--- src/rtl/spi_pkg.sv ---
// Shared types and constants for the SPI mode-0 initiator and its bench models.
package spi_pkg;

  typedef enum logic [1:0] {
    IDLE  = 2'd0,
    SETUP = 2'd1,
    HIGH  = 2'd2,
    LOW   = 2'd3
  } state_t;

  localparam int DEFAULT_DATA_W = 8;

  localparam logic CPOL = 1'b0;
  localparam logic CPHA = 1'b0;

endpackage

--- src/rtl/spi_half_period_timer.sv ---
// Loadable down-counter that times one sclk half-period; expire marks the
// last clk cycle of the current phase.
module spi_half_period_timer
  import spi_pkg::*;
#(
  parameter int CLK_DIV = 2
) (
  input  logic i_clk,
  input  logic i_rst_n,
  input  logic i_load,
  output logic o_expire
);

  localparam int CW = $clog2(CLK_DIV + 1);
  localparam logic [CW-1:0] RELOAD = CW'(CLK_DIV - 1);

  logic [CW-1:0] r_cnt;

  always_ff @(posedge i_clk) begin
    if (!i_rst_n) begin
      r_cnt <= '0;
    end else if (i_load) begin
      r_cnt <= RELOAD;
    end else if (r_cnt != '0) begin
      r_cnt <= r_cnt - 1'b1;
    end
  end

  assign o_expire = (r_cnt == '0);

endmodule

--- src/rtl/spi_master.sv ---
// SPI mode-0 initiator: one DATA_W-bit full-duplex word per start, MSB first,
// with all serial outputs registered in the clk domain.
module spi_master
  import spi_pkg::*;
#(
  parameter int CLK_DIV = 2,
  parameter int DATA_W  = DEFAULT_DATA_W
) (
  input  logic              i_clk,
  input  logic              i_rst_n,
  input  logic              i_start,
  input  logic [DATA_W-1:0] i_tx_data,
  output logic              o_busy,
  output logic              o_done,
  output logic [DATA_W-1:0] o_rx_data,
  output logic              o_sclk,
  output logic              o_cs_n,
  output logic              o_mosi,
  input  logic              i_miso
);

  localparam int BW = $clog2(DATA_W);

  state_t            r_state;
  state_t            w_state_nxt;
  logic              w_expire;
  logic              w_accept;
  logic              w_rise;
  logic              w_fall;
  logic              w_sample;
  logic              w_shift;
  logic              w_finish;
  logic              w_load;
  logic [BW-1:0]     r_bit_cnt;
  logic              r_last;
  logic [DATA_W-1:0] r_tx_sh;
  logic [DATA_W-1:0] r_rx_sh;
  logic [DATA_W-1:0] r_rx_data;
  logic              r_sclk;
  logic              r_cs_n;
  logic              r_busy;
  logic              r_done;

  spi_half_period_timer #(.CLK_DIV(CLK_DIV)) u_timer (
    .i_clk    (i_clk),
    .i_rst_n  (i_rst_n),
    .i_load   (w_load),
    .o_expire (w_expire)
  );

  always_ff @(posedge i_clk) begin
    if (!i_rst_n) begin
      r_state <= IDLE;
    end else begin
      r_state <= w_state_nxt;
    end
  end

  always_comb begin
    w_state_nxt = r_state;
    case (r_state)
      IDLE:    if (i_start)  w_state_nxt = SETUP;
      SETUP:   if (w_expire) w_state_nxt = HIGH;
      HIGH:    if (w_expire) w_state_nxt = LOW;
      LOW:     if (w_expire) w_state_nxt = r_last ? IDLE : HIGH;
      default: w_state_nxt = IDLE;
    endcase
  end

  always_comb begin
    w_accept = (r_state == IDLE) && i_start;
    w_rise   = (r_state != HIGH) && (w_state_nxt == HIGH);
    w_fall   = (r_state == HIGH) && w_expire;
    w_finish = (r_state == LOW) && w_expire && r_last;
    // Every non-idle phase ends on expire, so each state entry reloads the timer.
    w_load   = w_accept || ((r_state != IDLE) && w_expire);
    w_sample = (CPHA == 1'b0) ? w_rise : w_fall;
    w_shift  = (CPHA == 1'b0) ? w_fall : w_rise;
  end

  always_ff @(posedge i_clk) begin
    if (!i_rst_n) begin
      r_sclk    <= CPOL;
      r_cs_n    <= 1'b1;
      r_busy    <= 1'b0;
      r_done    <= 1'b0;
      r_bit_cnt <= '0;
      r_last    <= 1'b0;
      r_tx_sh   <= '0;
      r_rx_sh   <= '0;
      r_rx_data <= '0;
    end else begin
      r_sclk <= (w_state_nxt == HIGH) ? ~CPOL : CPOL;
      r_cs_n <= (w_state_nxt == IDLE);
      r_busy <= (w_state_nxt != IDLE);
      r_done <= w_finish;
      if (w_accept) begin
        r_tx_sh   <= i_tx_data;
        r_bit_cnt <= BW'(DATA_W - 1);
        r_last    <= 1'b0;
      end
      if (w_rise) begin
        r_bit_cnt <= r_bit_cnt - 1'b1;
        if (r_bit_cnt == '0) r_last <= 1'b1;
      end
      if (w_sample) r_rx_sh <= {r_rx_sh[DATA_W-2:0], i_miso};
      if (w_shift)  r_tx_sh <= {r_tx_sh[DATA_W-2:0], 1'b0};
      if (w_finish) r_rx_data <= r_rx_sh;
    end
  end

  assign o_sclk    = r_sclk;
  assign o_cs_n    = r_cs_n;
  assign o_mosi    = r_tx_sh[DATA_W-1];
  assign o_busy    = r_busy;
  assign o_done    = r_done;
  assign o_rx_data = r_rx_data;

endmodule

--- config.mk ---
export PLATFORM = sky130hd
export DESIGN_NAME = spi_master
export DESIGN_NICKNAME = d
export VERILOG_FILES = /design/src/rtl/spi_pkg.sv /design/src/rtl/spi_half_period_timer.sv /design/src/rtl/spi_master.sv
export SDC_FILE = /design/constraint.sdc
export NUM_CORES = 1
export LEC_CHECK = 0
export CAP_MARGIN = 0
export CORE_MARGIN = 1.5
export CORE_UTILIZATION = 40
export CTS_CLUSTER_SIZE = 10
export DETAILED_ROUTE_END_ITERATION = 7
export HOLD_SLACK_MARGIN = 0.03
export PLACE_DENSITY_LB_ADDON = 0.3
export SYNTH_ARGS = -nofsm -noshare
export SYNTH_HDL_FRONTEND = slang
export SYNTH_SLANG_ARGS = --single-unit
--- constraint.sdc ---
create_clock -name i_clk -period 1.8 [get_ports i_clk]
set_clock_uncertainty 0.2 [all_clocks]
set_input_delay 0.45 -clock i_clk [delete_from_list [all_inputs] [get_ports i_clk]]
set_output_delay 0.45 -clock i_clk [all_outputs]
set_load 0.02 [all_outputs]
# After elaboration in Yosys (flattened, before gate mapping)
# Cells that the tools add are included.
# W data, S select, Z words.
[word_totals]
in_bits = 12
out_inout_bits = 13
regBits = 36
[classes]
n_eq_ne = 5
n_mux = 16
bitwise_logic = 1
add_sub_neg = 2
n_reduce_logical = 19
[op_table]
columns = ["operator", "n"]
rows = [
  ["$mux W8", 2],
  ["$reduce_bool A2 Y1", 6],
  ["$mux W2", 5],
  ["$pmux W2 S4", 1],
  ["$eq A2 B2 Y1 const B", 3],
  ["$logic_and A1 B1 Y1", 6],
  ["$logic_not A2 Y1", 3],
  ["$mux W1", 6],
  ["$mux W3", 2],
  ["$reduce_or A2 Y1", 2],
  ["$logic_not A3 Y1", 1],
  ["$sub A3 B1 Y3 const B", 1],
  ["$eq A2 B1 Y1 const B", 1],
  ["$ne A2 B2 Y1 const B", 1],
  ["$sub A2 B1 Y2 const B", 1],
  ["$logic_or A1 B1 Y1", 1],
  ["$not A1 Y1", 1],
]

# Longest topological paths before layout
[depth]
word_depth = 6
ltp_mapped = 7
mapped_depth_nobuf = 5

# Cells and area by module
# A second synthesis with hierarchy kept.
[hier_totals]
hier_cells = 169
area_unflattened_um2 = 1473.9
[by_module_without_submodules]
columns = ["module", "area_each_um2", "seq_area_each_um2", "cells_each", "instances"]
rows = [
  ["spi_master", 1360.1, 680.7, 158, 1],
  ["spi_half_period_timer", 113.9, 40.0, 11, 1],
]

# Worst setup path before layout
# OpenSTA, ideal clock, no wires.
[synth_timing]
kind = "register to register"
from = "register u_timer.r_cnt[0]"
to = "register r_rx_sh[4]"
path_slack_ps = 152
setup_ps = 72
period_less_slack_ps = 1648
arrival_ps = 1376
stages_incl_launch_ff = 8
path_cell_list = "dfxtp_1 inv_1 ha_1 buf_2 nand3_1 nor2b_2 buf_6 mux2i_1"
[synth_between]
elab_chain_cells = 5
[synth_lines]
columns = ["item", "line", "rtl"]
rows = [
  ["start, declared", "spi_half_period_timer.sv:17", "logic [CW-1:0] r_cnt;"],
  ["start signal, assigned", "spi_half_period_timer.sv:25", "r_cnt <= r_cnt - 1'b1;"],
  ["$logic_not A2 Y1 *", "spi_half_period_timer.sv:29", "assign o_expire = (r_cnt == '0);"],
  ["$mux W2 (on tied branches)", "spi_master.sv:65, spi_master.sv:63, spi_master.sv:64", ""],
  ["$pmux W2 S4 *", "spi_master.sv:61", "case (r_state)"],
  ["$eq A2 B2 Y1 *", "spi_master.sv:72", "w_rise = (r_state != HIGH) && (w_state_nxt == HIGH);"],
  ["$logic_and A1 B1 Y1 *", "spi_master.sv:72", ""],
  ["end signal, assigned", "spi_master.sv:106", "if (w_sample) r_rx_sh <= {r_rx_sh[DATA_W-2:0], i_miso};"],
  ["end, declared", "spi_master.sv:37", "logic [DATA_W-1:0] r_rx_sh;"],
]
# Mark *: on every way between the ends. The rest lies on a longest branch, timed or not.
# A chain may end at the register's enable or synchronous reset.

# Worst setup path after layout
[layout_timing]
from = "input port i_start"
to = "register r_tx_sh[5]"
[layout_between]
elab_chain_cells = 2
[layout_lines]
columns = ["item", "line", "rtl"]
rows = [
  ["start, declared", "spi_master.sv:11", "input logic i_start,"],
  ["$logic_and A1 B1 Y1", "spi_master.sv:71", "w_accept = (r_state == IDLE) && i_start;"],
  ["$reduce_bool A2 Y1 (no line)", "-", ""],
  ["end signal, assigned", "spi_master.sv:98", "r_tx_sh <= i_tx_data;"],
  ["end signal, assigned", "spi_master.sv:107", "if (w_shift) r_tx_sh <= {r_tx_sh[DATA_W-2:0], 1'b0};"],
  ["end, declared", "spi_master.sv:36", "logic [DATA_W-1:0] r_tx_sh;"],
]
# Every way passes these cells.

==> flow_metrics.tcl <==
set metrics [dict create \
    cp_max_fo 7 \
    synth_top_area_frac 0.499 \
    gp_congestion 0.737 \
    worst_slew_pin_slew_ns 0.427 \
    dp_hpwl_um 2040 \
    ys_seq_area_frac 0.499 \
    r2r_cells 6 \
    io_pins 25 \
    synth_compound_area_frac 0.149 \
    synth_area_sq_um 1450 \
    syn_avg_cell_area_sq_um 9.45 \
    grt_max_degree 19 \
    finalCriticalPeriod_ns 1.70 \
    drt_iter0_markers 67 \
    clock-sinks 36 \
    area_delta_synth_final_pct 26.7 \
    synthXorXnorAreaFrac 0.00606 \
    clock_latency_ns 0.35 \
    die_w_um 63.1 \
    grt-ovfl-total 0 \
    crit_type "primary input to flop" \
    r2r_start "u_timer.r_cnt[0]" \
    num-fill-cells 322 \
    multi_input_area_sq_um 632 \
    cp-end-kind "flop" \
    io_buffers 24 \
    start_util 0.426 \
    synth-seq-cells 36 \
    htree_levels 2 \
    worstHoldStart "r_tx_sh[7]" \
    vdd_drop_max_v 0.000380 \
    synthArstFlopShare 0 \
    synth_fp_nets 169 \
    drive_above_1_share 0.157 \
    fmax_ghz 0.589 \
    timing.slew.headroom 0.715 \
    layout_setup_ws_ns 0.103 \
    fin_tns_setup_ns 0 \
    cts_tree "done" \
    synth_fa_ha_area_frac 0.0346 \
    seq_area_sq_um 721 \
    first_global_vias 1107 \
    p_leak_nw 0.762 \
    fin_crit_sh 0.943 \
    routedWlPerCell_um 12.6 \
    synth-simple-area-share 0.174 \
    slew_viol_final 0 \
    synth-edff-count 0 \
    timing.rr.end "r_bit_cnt[1]" \
    rsz0062_at_grt "false" \
    hold_depth 2 \
    cts.path.max_buffers 2 \
    muxShareOfSynthArea 0.0701 \
    finalSetupViolations 0 \
    outcome "finished, final reports clean" \
    routed_via_density 5.05 \
    r2r_setup_slack_ns 0.13 \
    antenna_found_initial 0 \
    antenna_left 0 \
    hold_viol_final 0 \
    place_ws_ns -0.257 \
    finalWirelength_um 2920 \
    num_rows 21 \
    holdPathEnd "r_tx_sh[7]" \
    place_area_sq_um 1770 \
    finalInstanceArea_sq_um 1830 \
    final_nets 200 \
    startpoint_type "primary input" \
    syn_inst 153 \
    yosys.area.top_type "dfxtp_1" \
    critPathRequiredTime_ns 1.84 \
    maxCapViolCount 0 \
    grt_usage 0.164 \
    cts_root_buffer "clkbuf_4" \
    grt_pass1_wl_um 5100 \
    die_y_um 63.1 \
    p_per_area_nw_per_um2 1190 \
    crit_arrival_ns 1.74 \
    synth_top_cells_by_area "dfxtp_1 (50%), mux2i_1 (6.2%), o21ai_0 (4.8%)" \
    vias 1166 \
    drc 0 \
    cts_buffers 5 \
    synth_top_family_by_area "simple AND/OR/NAND/NOR gates" \
    firstDrtPassIters 4 \
    yosys_warnings 0 \
    dieArea_sq_um 3980 \
    ys_types 30 \
    core_sq_um 3390 \
    hp-class "flop to flop" \
    synth-main-ff-cell "dfxtp_1" \
    path_clk_slew_ns 0.10 \
    diodes 0 \
]
-- cells in the final DEF, fill, tap and decap left out, types with 2 or more instances in the layout --
| cell | instances |
|---|---|
| ha_1 | 2 |
| buf_4 | 13 |
| ha_2 | 2 |
| nor2_1 | 3 |
| dlygate4sd2_1 | 13 |
| clkbuf_4 | 5 |
| nor3b_1 | 2 |
| a311oi_1 | 3 |
| clkdlybuf4s50_1 | 11 |
| a211oi_1 | 3 |
| o22ai_1 | 4 |
| inv_1 | 6 |
| or2_2 | 2 |
| o21ai_0 | 14 |
| dfxtp_1 | 36 |
| mux2i_1 | 9 |
| nand3_1 | 9 |
| nor3_1 | 7 |
| nand2_1 | 15 |
| a21oi_1 | 11 |
-- where the power goes --
group / internal [mW] / switching (mW)
Sequential: 0.910 / 0.0883
Combinational: 0.299 / 0.327
Clock: 0.291 / 0.270
Total: 1.50 / 0.686
-- what timing repair did --
action,4_1_cts,5_1_grt
setup buffers,0,0
setup endpoints to repair,13,11
resized for setup,13,2
cloned,0,0
hold buffers,0,0
-- worst max-delay path: stages --
cell and delay [ns]:
clkdlybuf4s50_1 0.49, or3b_1 0.37, buf_4 0.17, o22ai_1 0.18
nor3_1 0.08
-- logic make-up after synthesis --
logic type	count (synthesis)
fa+ha+maj	4
mux	10
compound gates	37
xor+xnor	1
simple gates	46
buf+inv	19
flops	36
-- worst max path at each step --
stage | start | to | depth (start not counted)
finish | i_start | r_tx_sh[5] | 5
global route | u_timer.r_cnt[0] | r_rx_sh[6] | 6
CTS | u_timer.r_cnt[0] | r_rx_sh[6] | 6
detailed placement | i_start | r_tx_sh[5] | 5
global placement | i_start | r_tx_sh[1] | 5
floorplan | u_timer.r_cnt[0] | r_rx_sh[4] | 7
-- through the flow --
step                instances  power, mW  hold WS (ns)   util
finish                    231       2.19         0.260  0.540
global placement          223       1.61         0.237  0.521
floorplan                 153       1.48         0.227      -
detailed placement        223       1.64         0.247  0.521
CTS                       231       2.19         0.263  0.539
global route              231       2.32         0.285  0.540
-- sequential cells by signal, summed over array words and instances (netlist names) --
name	count
r_rx_sh	8
o_rx_data	8
o_cs_n	1
o_done	1
o_busy	1
r_tx_sh	8
r_state	2
r_last	1
r_bit_cnt	3
u_timer.r_cnt	2
o_sclk	1
-- cell usage after synthesis (all sizes together), types with 2 or more instances --
cell type	count
clkbuf	7
buf	6
o22ai	4
and3	2
dfxtp	36
nor3b	3
ha	4
inv	6
nor2	3
a211oi	3
o21ai	14
mux2i	9
a21oi	11
or2	2
nand2	15
nand3	9
nor3	7
a311oi	3
-- layout make-up --
cell class / instances / area share
Multi-Input combinational cell: 98 / 0.345
Inverter: 6 / 0.0123
Tap cell: 46 / 0.0314
Sequential cell: 36 / 0.394
Clock inverter: 2 / 0.0191
Timing Repair Buffer: 37 / 0.176
Clock buffer: 6 / 0.0226
-- per-layer routing --
metal	GRT usage	part of all wire
met5	0	0
met4	0.0583	0.018
met3	0.0607	0.046
met2	0.253	0.47
met1	0.209	0.46
Note: power is estimated with default switching activity, not from simulation.
